==> config.mk <==
export PLATFORM = sky130hd
export DESIGN_NAME = canny_hysteresis_track
export DESIGN_NICKNAME = d
export VERILOG_FILES = /design/src/rtl/canny_hysteresis_track.sv
export SDC_FILE = /design/constraint.sdc
export NUM_CORES = 2
export LEC_CHECK = 0
export BUFFER_PORTS_ARGS = -buffer_cell sky130_fd_sc_hd__buf_4
export CAP_MARGIN = 10
export CORE_MARGIN = 10
export CORE_UTILIZATION = 45
export CTS_CLUSTER_SIZE = 25
export DETAILED_ROUTE_END_ITERATION = 16
export SYNTH_ARGS = -nofsm -noshare
export SYNTH_HDL_FRONTEND = slang
export SYNTH_SLANG_ARGS = --single-unit
==> constraint.sdc <==
create_clock -name clk -period 18.35 [get_ports clk]
set_clock_uncertainty 0.05 [all_clocks]
set_input_delay 3.67 -clock clk [delete_from_list [all_inputs] [get_ports clk]]
set_output_delay 3.67 -clock clk [all_outputs]
set_load 0.02 [all_outputs]
==> src/rtl/canny_hysteresis_track.sv <==
// Canny hysteresis stage: single-pass double-threshold edge tracking over the NMS class
// stream, producing a binary edge map, a display pixel and a per-frame edge count.
module canny_hysteresis_track #(
   parameter int unsigned IMG_WIDTH  = 640,
   parameter int unsigned IMG_HEIGHT = 480,
   parameter int unsigned CNT_WIDTH  = 20
) (
   input  logic                 clk,
   input  logic                 rst_s,
   input  logic                 per_frame_vsync,
   input  logic                 per_frame_href,
   input  logic                 per_frame_clken,
   input  logic [1:0]           per_class,
   output logic                 post_frame_vsync,
   output logic                 post_frame_href,
   output logic                 post_frame_clken,
   output logic                 post_edge,
   output logic [7:0]           post_img_y,
   output logic [CNT_WIDTH-1:0] frame_edge_cnt,
   output logic                 frame_cnt_valid
);
   localparam int unsigned COL_W = (IMG_WIDTH  > 1) ? $clog2(IMG_WIDTH)  : 1;
   localparam int unsigned ROW_W = (IMG_HEIGHT > 2) ? $clog2(IMG_HEIGHT) : 2;
   localparam logic [COL_W-1:0] COL_LAST  = COL_W'(IMG_WIDTH - 1);
   localparam logic [ROW_W-1:0] ROW_LAST  = ROW_W'(IMG_HEIGHT - 1);
   localparam logic [ROW_W-1:0] ROW_FIRST = ROW_W'(2);

   typedef enum logic {S_WAIT_SYNC, S_RUN} state_t;

   state_t           state_q, state_n;
   logic             armed;
   logic             t1_vsync, t1_href, t1_clken;
   logic [COL_W-1:0] col_q;
   logic             col_ovf;
   logic [ROW_W-1:0] row_q;
   logic [1:0]       line_a [IMG_WIDTH];
   logic [1:0]       line_b [IMG_WIDTH];
   // Window: strong flags per column (bit 0 = row r-2, bit 2 = row r) plus the centre class.
   logic [2:0]       str_l, str_c;
   logic [1:0]       ctr_cls;
   logic             s1_keep;
   logic             post_vsync_d;
   logic             in_frame;
   logic [CNT_WIDTH-1:0] edge_cnt;

   logic             vs_rise_c, hs_rise_c, hs_fall_c, sync_now_c, beat_c, wr_c;
   logic [COL_W-1:0] cur_col_c;
   logic             cur_ovf_c;
   logic [ROW_W-1:0] cur_row_c;
   logic [1:0]       rd_a_c, rd_b_c;
   logic [2:0]       col_str_c, live_str_c;
   logic             keep_c, nb_strong_c;
   logic             post_rise_c, post_fall_c, count_beat_c;
   logic             unused_rd_b_lsb;

   // Input edge detection and current beat position.
   assign vs_rise_c  = armed & per_frame_vsync & ~t1_vsync;
   assign hs_rise_c  = per_frame_href & ~t1_href;
   assign hs_fall_c  = ~per_frame_href & t1_href;
   assign cur_col_c  = hs_rise_c ? '0 : col_q;
   assign cur_ovf_c  = hs_rise_c ? 1'b0 : col_ovf;
   assign cur_row_c  = vs_rise_c ? '0 : row_q;
   assign beat_c     = per_frame_clken & ~cur_ovf_c;
   assign wr_c       = beat_c & sync_now_c;

   assign rd_a_c          = line_a[cur_col_c];
   assign rd_b_c          = line_b[cur_col_c];
   assign unused_rd_b_lsb = rd_b_c[0];
   assign col_str_c       = {per_class[1], rd_a_c[1], rd_b_c[1]};
   // The incoming beat is the right-hand window column; nothing to the right of a line end.
   assign live_str_c      = (per_frame_clken & ~hs_rise_c) ? col_str_c : 3'b000;

   assign nb_strong_c = (|str_l) | str_c[0] | str_c[2] | (|live_str_c);
   assign keep_c      = s1_keep & (ctr_cls[1] | ((ctr_cls == 2'b01) & nb_strong_c));

   assign post_rise_c  = post_frame_vsync & ~post_vsync_d;
   assign post_fall_c  = ~post_frame_vsync & post_vsync_d;
   assign count_beat_c = post_frame_clken & post_edge;

   always_ff @(posedge clk or negedge rst_s) begin
      if (!rst_s) state_q <= S_WAIT_SYNC;
      else        state_q <= state_n;
   end

   always_comb begin
      state_n    = state_q;
      sync_now_c = 1'b0;
      case (state_q)
         S_WAIT_SYNC: begin
            sync_now_c = vs_rise_c;
            if (vs_rise_c) state_n = S_RUN;
         end
         S_RUN: sync_now_c = 1'b1;
         default: state_n = S_WAIT_SYNC;
      endcase
   end

   // Line buffers, read-before-write at the column address.
   always_ff @(posedge clk) begin
      if (wr_c) begin
         line_a[cur_col_c] <= per_class;
         line_b[cur_col_c] <= rd_a_c;
      end
   end

   always_ff @(posedge clk or negedge rst_s) begin
      if (!rst_s) begin
         armed    <= 1'b0;
         t1_vsync <= 1'b0;
         t1_href  <= 1'b0;
         t1_clken <= 1'b0;
         col_q    <= '0;
         col_ovf  <= 1'b0;
         row_q    <= '0;
         str_l    <= '0;
         str_c    <= '0;
         ctr_cls  <= '0;
         s1_keep  <= 1'b0;
      end else begin
         armed    <= 1'b1;
         t1_vsync <= per_frame_vsync;
         t1_href  <= per_frame_href;
         t1_clken <= per_frame_clken;
         if (per_frame_clken) begin
            if (cur_col_c == COL_LAST) begin
               col_q   <= cur_col_c;
               col_ovf <= 1'b1;
            end else begin
               col_q   <= cur_col_c + COL_W'(1);
               col_ovf <= cur_ovf_c;
            end
            str_l   <= str_c;
            str_c   <= col_str_c;
            ctr_cls <= rd_a_c;
         end else begin
            col_q   <= cur_col_c;
            col_ovf <= cur_ovf_c;
         end
         if (vs_rise_c)                            row_q <= '0;
         else if (hs_fall_c && row_q != ROW_LAST)  row_q <= row_q + ROW_W'(1);
         s1_keep <= wr_c & (cur_row_c >= ROW_FIRST) & (cur_col_c != '0) &
                    (cur_col_c != COL_LAST);
      end
   end

   always_ff @(posedge clk or negedge rst_s) begin
      if (!rst_s) begin
         post_frame_vsync <= 1'b0;
         post_frame_href  <= 1'b0;
         post_frame_clken <= 1'b0;
         post_edge        <= 1'b0;
         post_img_y       <= '0;
      end else begin
         post_frame_vsync <= t1_vsync;
         post_frame_href  <= t1_href;
         post_frame_clken <= t1_clken;
         post_edge        <= keep_c;
         post_img_y       <= {8{keep_c}};
      end
   end

   // Frame edge count, framed by the output-side vsync so in-flight beats are included.
   always_ff @(posedge clk or negedge rst_s) begin
      if (!rst_s) begin
         post_vsync_d    <= 1'b0;
         in_frame        <= 1'b0;
         edge_cnt        <= '0;
         frame_edge_cnt  <= '0;
         frame_cnt_valid <= 1'b0;
      end else begin
         post_vsync_d    <= post_frame_vsync;
         frame_cnt_valid <= 1'b0;
         if (post_rise_c) begin
            edge_cnt <= CNT_WIDTH'(count_beat_c);
            in_frame <= (state_q == S_RUN);
         end else if (post_fall_c) begin
            if (in_frame) begin
               frame_edge_cnt  <= edge_cnt;
               frame_cnt_valid <= 1'b1;
            end
            edge_cnt <= '0;
            in_frame <= 1'b0;
         end else if (count_beat_c && (edge_cnt != '1)) begin
            edge_cnt <= edge_cnt + CNT_WIDTH'(1);
         end
      end
   end
endmodule

* Yosys cells after proc, flatten, opt, wreduce, memory -nomap -nowiden
Memories as Yosys holds them, arrays and structs flattened. Index checks and enable logic that the tools add are counted.
Storage, ports and cells: output and inout bits 33, memories 2, input bits 7, bits in registers 82, RAM bits 2560
Memories:
- line_a | words 640, bits a word 2, read ports 1, clocked after Yosys merged registers in 0, wr ports 1, line 36 | logic [1:0] line_a [IMG_WIDTH];
- line_b | words 640, bits a word 2, read ports 1, clocked after Yosys merged registers in 0, wr ports 1, line 37 | logic [1:0] line_b [IMG_WIDTH];
Operators by class: bitwise logic cells 28, reductions and logical operators 9, add/sub/neg operators 3, mux-type cells 23, magnitude comparators 1, eq/ne operators 5
Operators with widths (count):
- $mux 20 | 3
- $mux 10 | 3
- $mux 9 | 3
- $add 20x1->20 const B | 1
- $ne 20x20->1 const B | 1
- $and 1x1->1 | 15
- $mux 1 | 12
- $add 10x1->10 const B | 1
- $eq 10x10->1 const B | 1
- $ne 10x10->1 const B | 1
- $reduce_bool 10->1 | 1
- $add 9x1->9 const B | 1
- $ge 9x2->1 const B | 1
- $ne 9x9->1 const B | 1
- $not 1->1 | 9
- $reduce_or 3->1 | 2
- $or 1x1->1 | 4
- $reduce_bool 2->1 | 2
- $mux 3 | 1
- $reduce_and 3->1 | 1
- $reduce_bool 3->1 | 1
- $eq 2x1->1 const B | 1
- $logic_and 1x1->1 | 2
- $pmux 1 s2 | 1

* Logic depth before layout (Yosys ltp)
depth after elaboration 10, mapped depth 17

* Worst setup path before layout
Ideal clock, no wire load.
kind input -> register, from in per_frame_href, to mem line_b[0][1] (data pin), setup slack 8080 ps, data arrival time 9231 ps, cell stages on the path 12, buffers on the path 2, cell sequence nor2b_4 > buf_6 > or3_1 > clkbuf_1 > a21oi_1 > o21ai_0 > nand4_1 > nor4_1 > o311ai_1 > o211ai_1 > a41o_1 > inv_2
Between the ends: cells in the longest elaborated chain, start to end 3
Ends and longest elaborated chain:
- from (decl) | line 11 | input logic per_frame_href,
- $and 1x1->1 | line 58 | assign hs_rise_c = per_frame_href & ~t1_href;
- $mux 10 | line 60 | assign cur_col_c = hs_rise_c ? '0 : col_q;
- $mem_v2 640x2
- named net rd_a_c[1] | line 50 | logic [1:0] rd_a_c, rd_b_c;
- to (decl) | line 37
The timed path passes the listed nets, and every way through them passes these cells.

* Final worst setup path
from in per_frame_href, to mem line_b[578][1] (data pin)
Same word-level chain as after synthesis.

==> summary.md <==
| Metric | Value |
|---|---|
| FFs w/ async S/R, synth | `4.00%` |
| Post-route core utilization | `50.1%` |
| DRC marker count from the first detailed-route iteration | `7318` |
| Vias after detailed routing | `53300` |
| Layout-stage area growth over the synthesis result | `10.8%` |
| Fraction of power spent switching nets | `30.8%` |
| Post-cts resize count | `0` |
| Number of nets in the finished design | `5982` |
| Number of levels in the clock H-tree | `4` |
| Area share of the largest cell type after synthesis | `69.8%` |
| Worst setup path startpoint | `per_frame_href` |
| Beginning of the worst register-to-register path | `col_q[0]` |
| Max-slew violation count | `0` |
| Outcome | `finished clean` |
| Endpoint type of the worst setup path | `flop` |
| Number of nets with antenna violations after routing | `0` |
| Setup repair after global routing missed its margin | `no` |
| Most frequently used flop master after synthesis | `edfxtp_1` |
| Power per cell area | `130 nW/µm²` |
| Die area | `201000 µm²` |
| Top area cells in the synthesized netlist | `edfxtp_1, nor2_1, mux2i_1, nand2_1, dfrtp_1` |
| Final weighted congestion in routability-driven placement | `0.912` |
| Initial standard-cell utilization of the core | `45.2%` |
| Pint | `8.21 mW` |
| Post-cts hold buffer count | `0` |
| Number of hold violations in the final report | `0` |
| Clock slew seen by the registers of the worst setup and hold paths | `0.06 ns` |
| Flops & latches, synth | `2000` |
| Critical path type | `input port to flop` |
| Register cell area after layout | `59700 µm²` |
| Number of flops mapped to enable cells by yosys | `1920` |
| Switching power summed over all nets | `3.66 mW` |
| Core box area | `183000 µm²` |
| Synth unique cells | `76` |
| Vias in the first global route | `51300` |
| Half-perimeter wire length after placement | `149000 µm` |
| Max clock buf depth | `3` |
| IR Drop Worst-Case VDD | `0.161 mV` |
| WL/cell | `30.5 µm` |
| Req. time, crit path | `18.78 ns` |
| Via density per instance | `6.20` |
| Number of fillers in the final layout | `15500` |
| Horizontal die dimension | `448 µm` |
| Post-route cell area | `91500 µm²` |
| # Max-Cap Violations | `0` |
| Clock tree root driver cell | `clkbuf_16` |
| Antenna violations before repair | `12` |
| Sequential-to-total area share from yosys stat | `72.2%` |
| Clock share of power | `34.1%` |
| Hold Path End | `post_frame_clken` |
| Sum of overflow across all layers after global routing | `0` |
| Highest clock rate | `96.7 MHz` |
| Power share of the combinational group | `20.1%` |
| Placement Rows | `157` |
| Post-CTS setup repair buffer count | `0` |
| Clock Sink Count | `2000` |
| Share of final-layout standard cells stronger than drive strength 1 | `11.1%` |
| Post-Synthesis Cell Area | `82600 µm²` |
| Total wire length after detailed routing | `262000 µm` |
| Wire length of the first global-routing pass | `375000 µm` |
| Mean cell area of the mapped netlist | `13.6 µm²` |
| Count leader, synth | `edfxtp_1` |
| Number of instances on the worst hold path | `0` |
| Start point of the worst hold path | `t1_clken` |
| Overall routing resource usage | `25.6%` |
| Chip Height | `448 µm` |
| Total of endpoints with negative setup slack in the final report | `0` |
| Placed Area | `85100 µm²` |
| Biggest fanout along the worst timing path | `208` |
| Sequential power share | `45.7%` |
| Grt met2 use | `38.5%` |
| Kind of start point of the critical path | `input port` |
| Final TNS setup | `0 ns` |
| DRC Markers | `0` |
| Worst EP arrival | `10.77 ns` |
| Worst-skew pair later-pin latency | `0.87 ns` |
| Number of buffers created by CTS | `206` |
| Cell leakage power | `29.5 nW` |
| Initial DRT Pass Iterations | `6` |
| Net count of the mapped netlist | `6070` |
| Busiest layer in global routing | `met2` |
| Top cell types by occurrence after synthesis | `edfxtp_1, nor2_1, nand2_1, a21oi_1, mux2i_1` |
| Ports | `40` |
| RR Endpoint | `line_b[578][1]` |
| Top cell type by total area after synthesis | `edfxtp_1` |
| Max_slew headroom | `6.28%` |
| Slack of the worst reg-to-reg path | `10.00 ns` |
| Synth warn | `0` |
| Largest net degree at the start of global routing | `209` |
| Share of the clock period used by the worst path | `56.3%` |
| Clock period minus final worst setup slack | `10.34 ns` |
| Depth of the most critical reg-to-reg path | `14` |
| Clock tree from TritonCTS | `built` |
| Instance count of the mapped netlist | `6055` |
| Type of the worst min-delay path | `flop to flop` |
| Global-route met1 utilization | `35.0%` |
| Met3 usage in global routing | `6.34%` |
| Area of combinational cells with multiple inputs | `20700 µm²` |
| Actual slew at the worst max-slew pin | `1.39 ns` |
| Port buffer count | `39` |
[worst max-delay path by stage]
| stage | to |
|---|---|
| final | line_b[578][1] |
| after global routing | line_b[285][1] |
| after CTS | line_b[263][1] |
| after detailed placement | line_b[263][1] |
| after floorplan | line_b[0][1] |
| after global placement | line_b[262][1] |
[worst max-delay path, stage by stage]
cell,delay [ns]
buf_4,0.13
nor2b_4,0.30
buf_4,0.62
nor2_8,0.27
inv_8,0.51
buf_4,0.56
buf_4,0.65
o22ai_1,0.18
a221oi_1,0.26
nand4b_1,0.16
o21ai_0,0.19
nand4_1,0.29
nand3_1,0.11
a41o_1,0.34
inv_8,0.58
buf_4,0.75
buf_12,0.57
[per-stage QoR]
stage / power [mW] / setup WS (ns) / hold WS, ns / instances
floorplan: 7.01 / 8.08 / 0.281 / 6055
global placement: 7.85 / 7.31 / 0.283 / 8223
detailed placement: 7.86 / 7.17 / 0.306 / 8223
CTS: 11.9 / 8.08 / 0.320 / 8603
global route: 12.2 / 7.61 / 0.328 / 8603
finish: 11.9 / 8.01 / 0.310 / 8605
[flip-flops by register name, summed over array words and instances, names as in the netlist]
name,flops
armed,1
col_ovf,1
col_q,10
ctr_cls,1
edge_cnt,20
frame_cnt_valid,1
frame_edge_cnt,20
in_frame,1
line_a,1280
line_b,640
post_frame_clken,1
post_frame_href,1
post_frame_vsync,1
post_img_y,1
post_vsync_d,1
row_q,9
s1_keep,1
state_q,1
str_c,3
str_l,3
t1_clken,1
t1_href,1
t1_vsync,1
[cell families (layout without fill, tap and decap cells)]
| family | Yosys count | after routing | synth area share [%] |
|---|---|---|---|
| DFF | 2000 | 2000 | 72.2 |
| and+or+nand+nor | 1947 | 1947 | 9.96 |
| AOI/OAI and AO/OA | 1186 | 1186 | 9.37 |
| buffers and inverters | 519 | 603 | 3.06 |
| muxes | 376 | 376 | 5.08 |
| xor gates and xnor gates | 18 | 18 | 0.191 |
| adders and majority gates | 8 | 8 | 0.121 |
| other | 1 | 3 | 0.00454 |
[per-layer routing]
metal,part of all wire (%),vias up
met5,0.035,-
met4,5.0,12
met3,11,629
met2,44,3091
met1,39,26900
li1,-,22700
[cell type report]
cell class                 instances  share of cell area, %
sequential                      2000                   65.2
clock buffer                     256                   5.84
tap                             2464                   3.37
multi-input combinational       3536                   22.6
timing repair buffer             195                   1.71
clock inverter                   124                   1.20
antenna                            2                0.00547
inverter                          28                  0.141
[cell usage in the layout (no fill, tap or decap), types with 105 or more instances in the layout]
| cell | instances |
|---|---|
| a211oi_1 | 111 |
| a21oi_1 | 327 |
| a31oi_1 | 123 |
| buf_4 | 186 |
| clkbuf_16 | 206 |
| edfxtp_1 | 1920 |
| mux2_2 | 105 |
| mux2i_1 | 247 |
| nand2_1 | 579 |
| nor2_1 | 965 |
| o21ai_0 | 169 |
| o221ai_1 | 106 |
[power by group through the flow]
stage	Combinational (mW)	Sequential [mW]	Clock, mW
finish	2.39	5.43	4.06
global route	2.51	5.43	4.27
CTS	2.35	5.42	4.10
detailed placement	2.34	5.52	0
global placement	2.33	5.52	0
floorplan	1.45	5.56	0
Power figures use the tool's default switching activity.
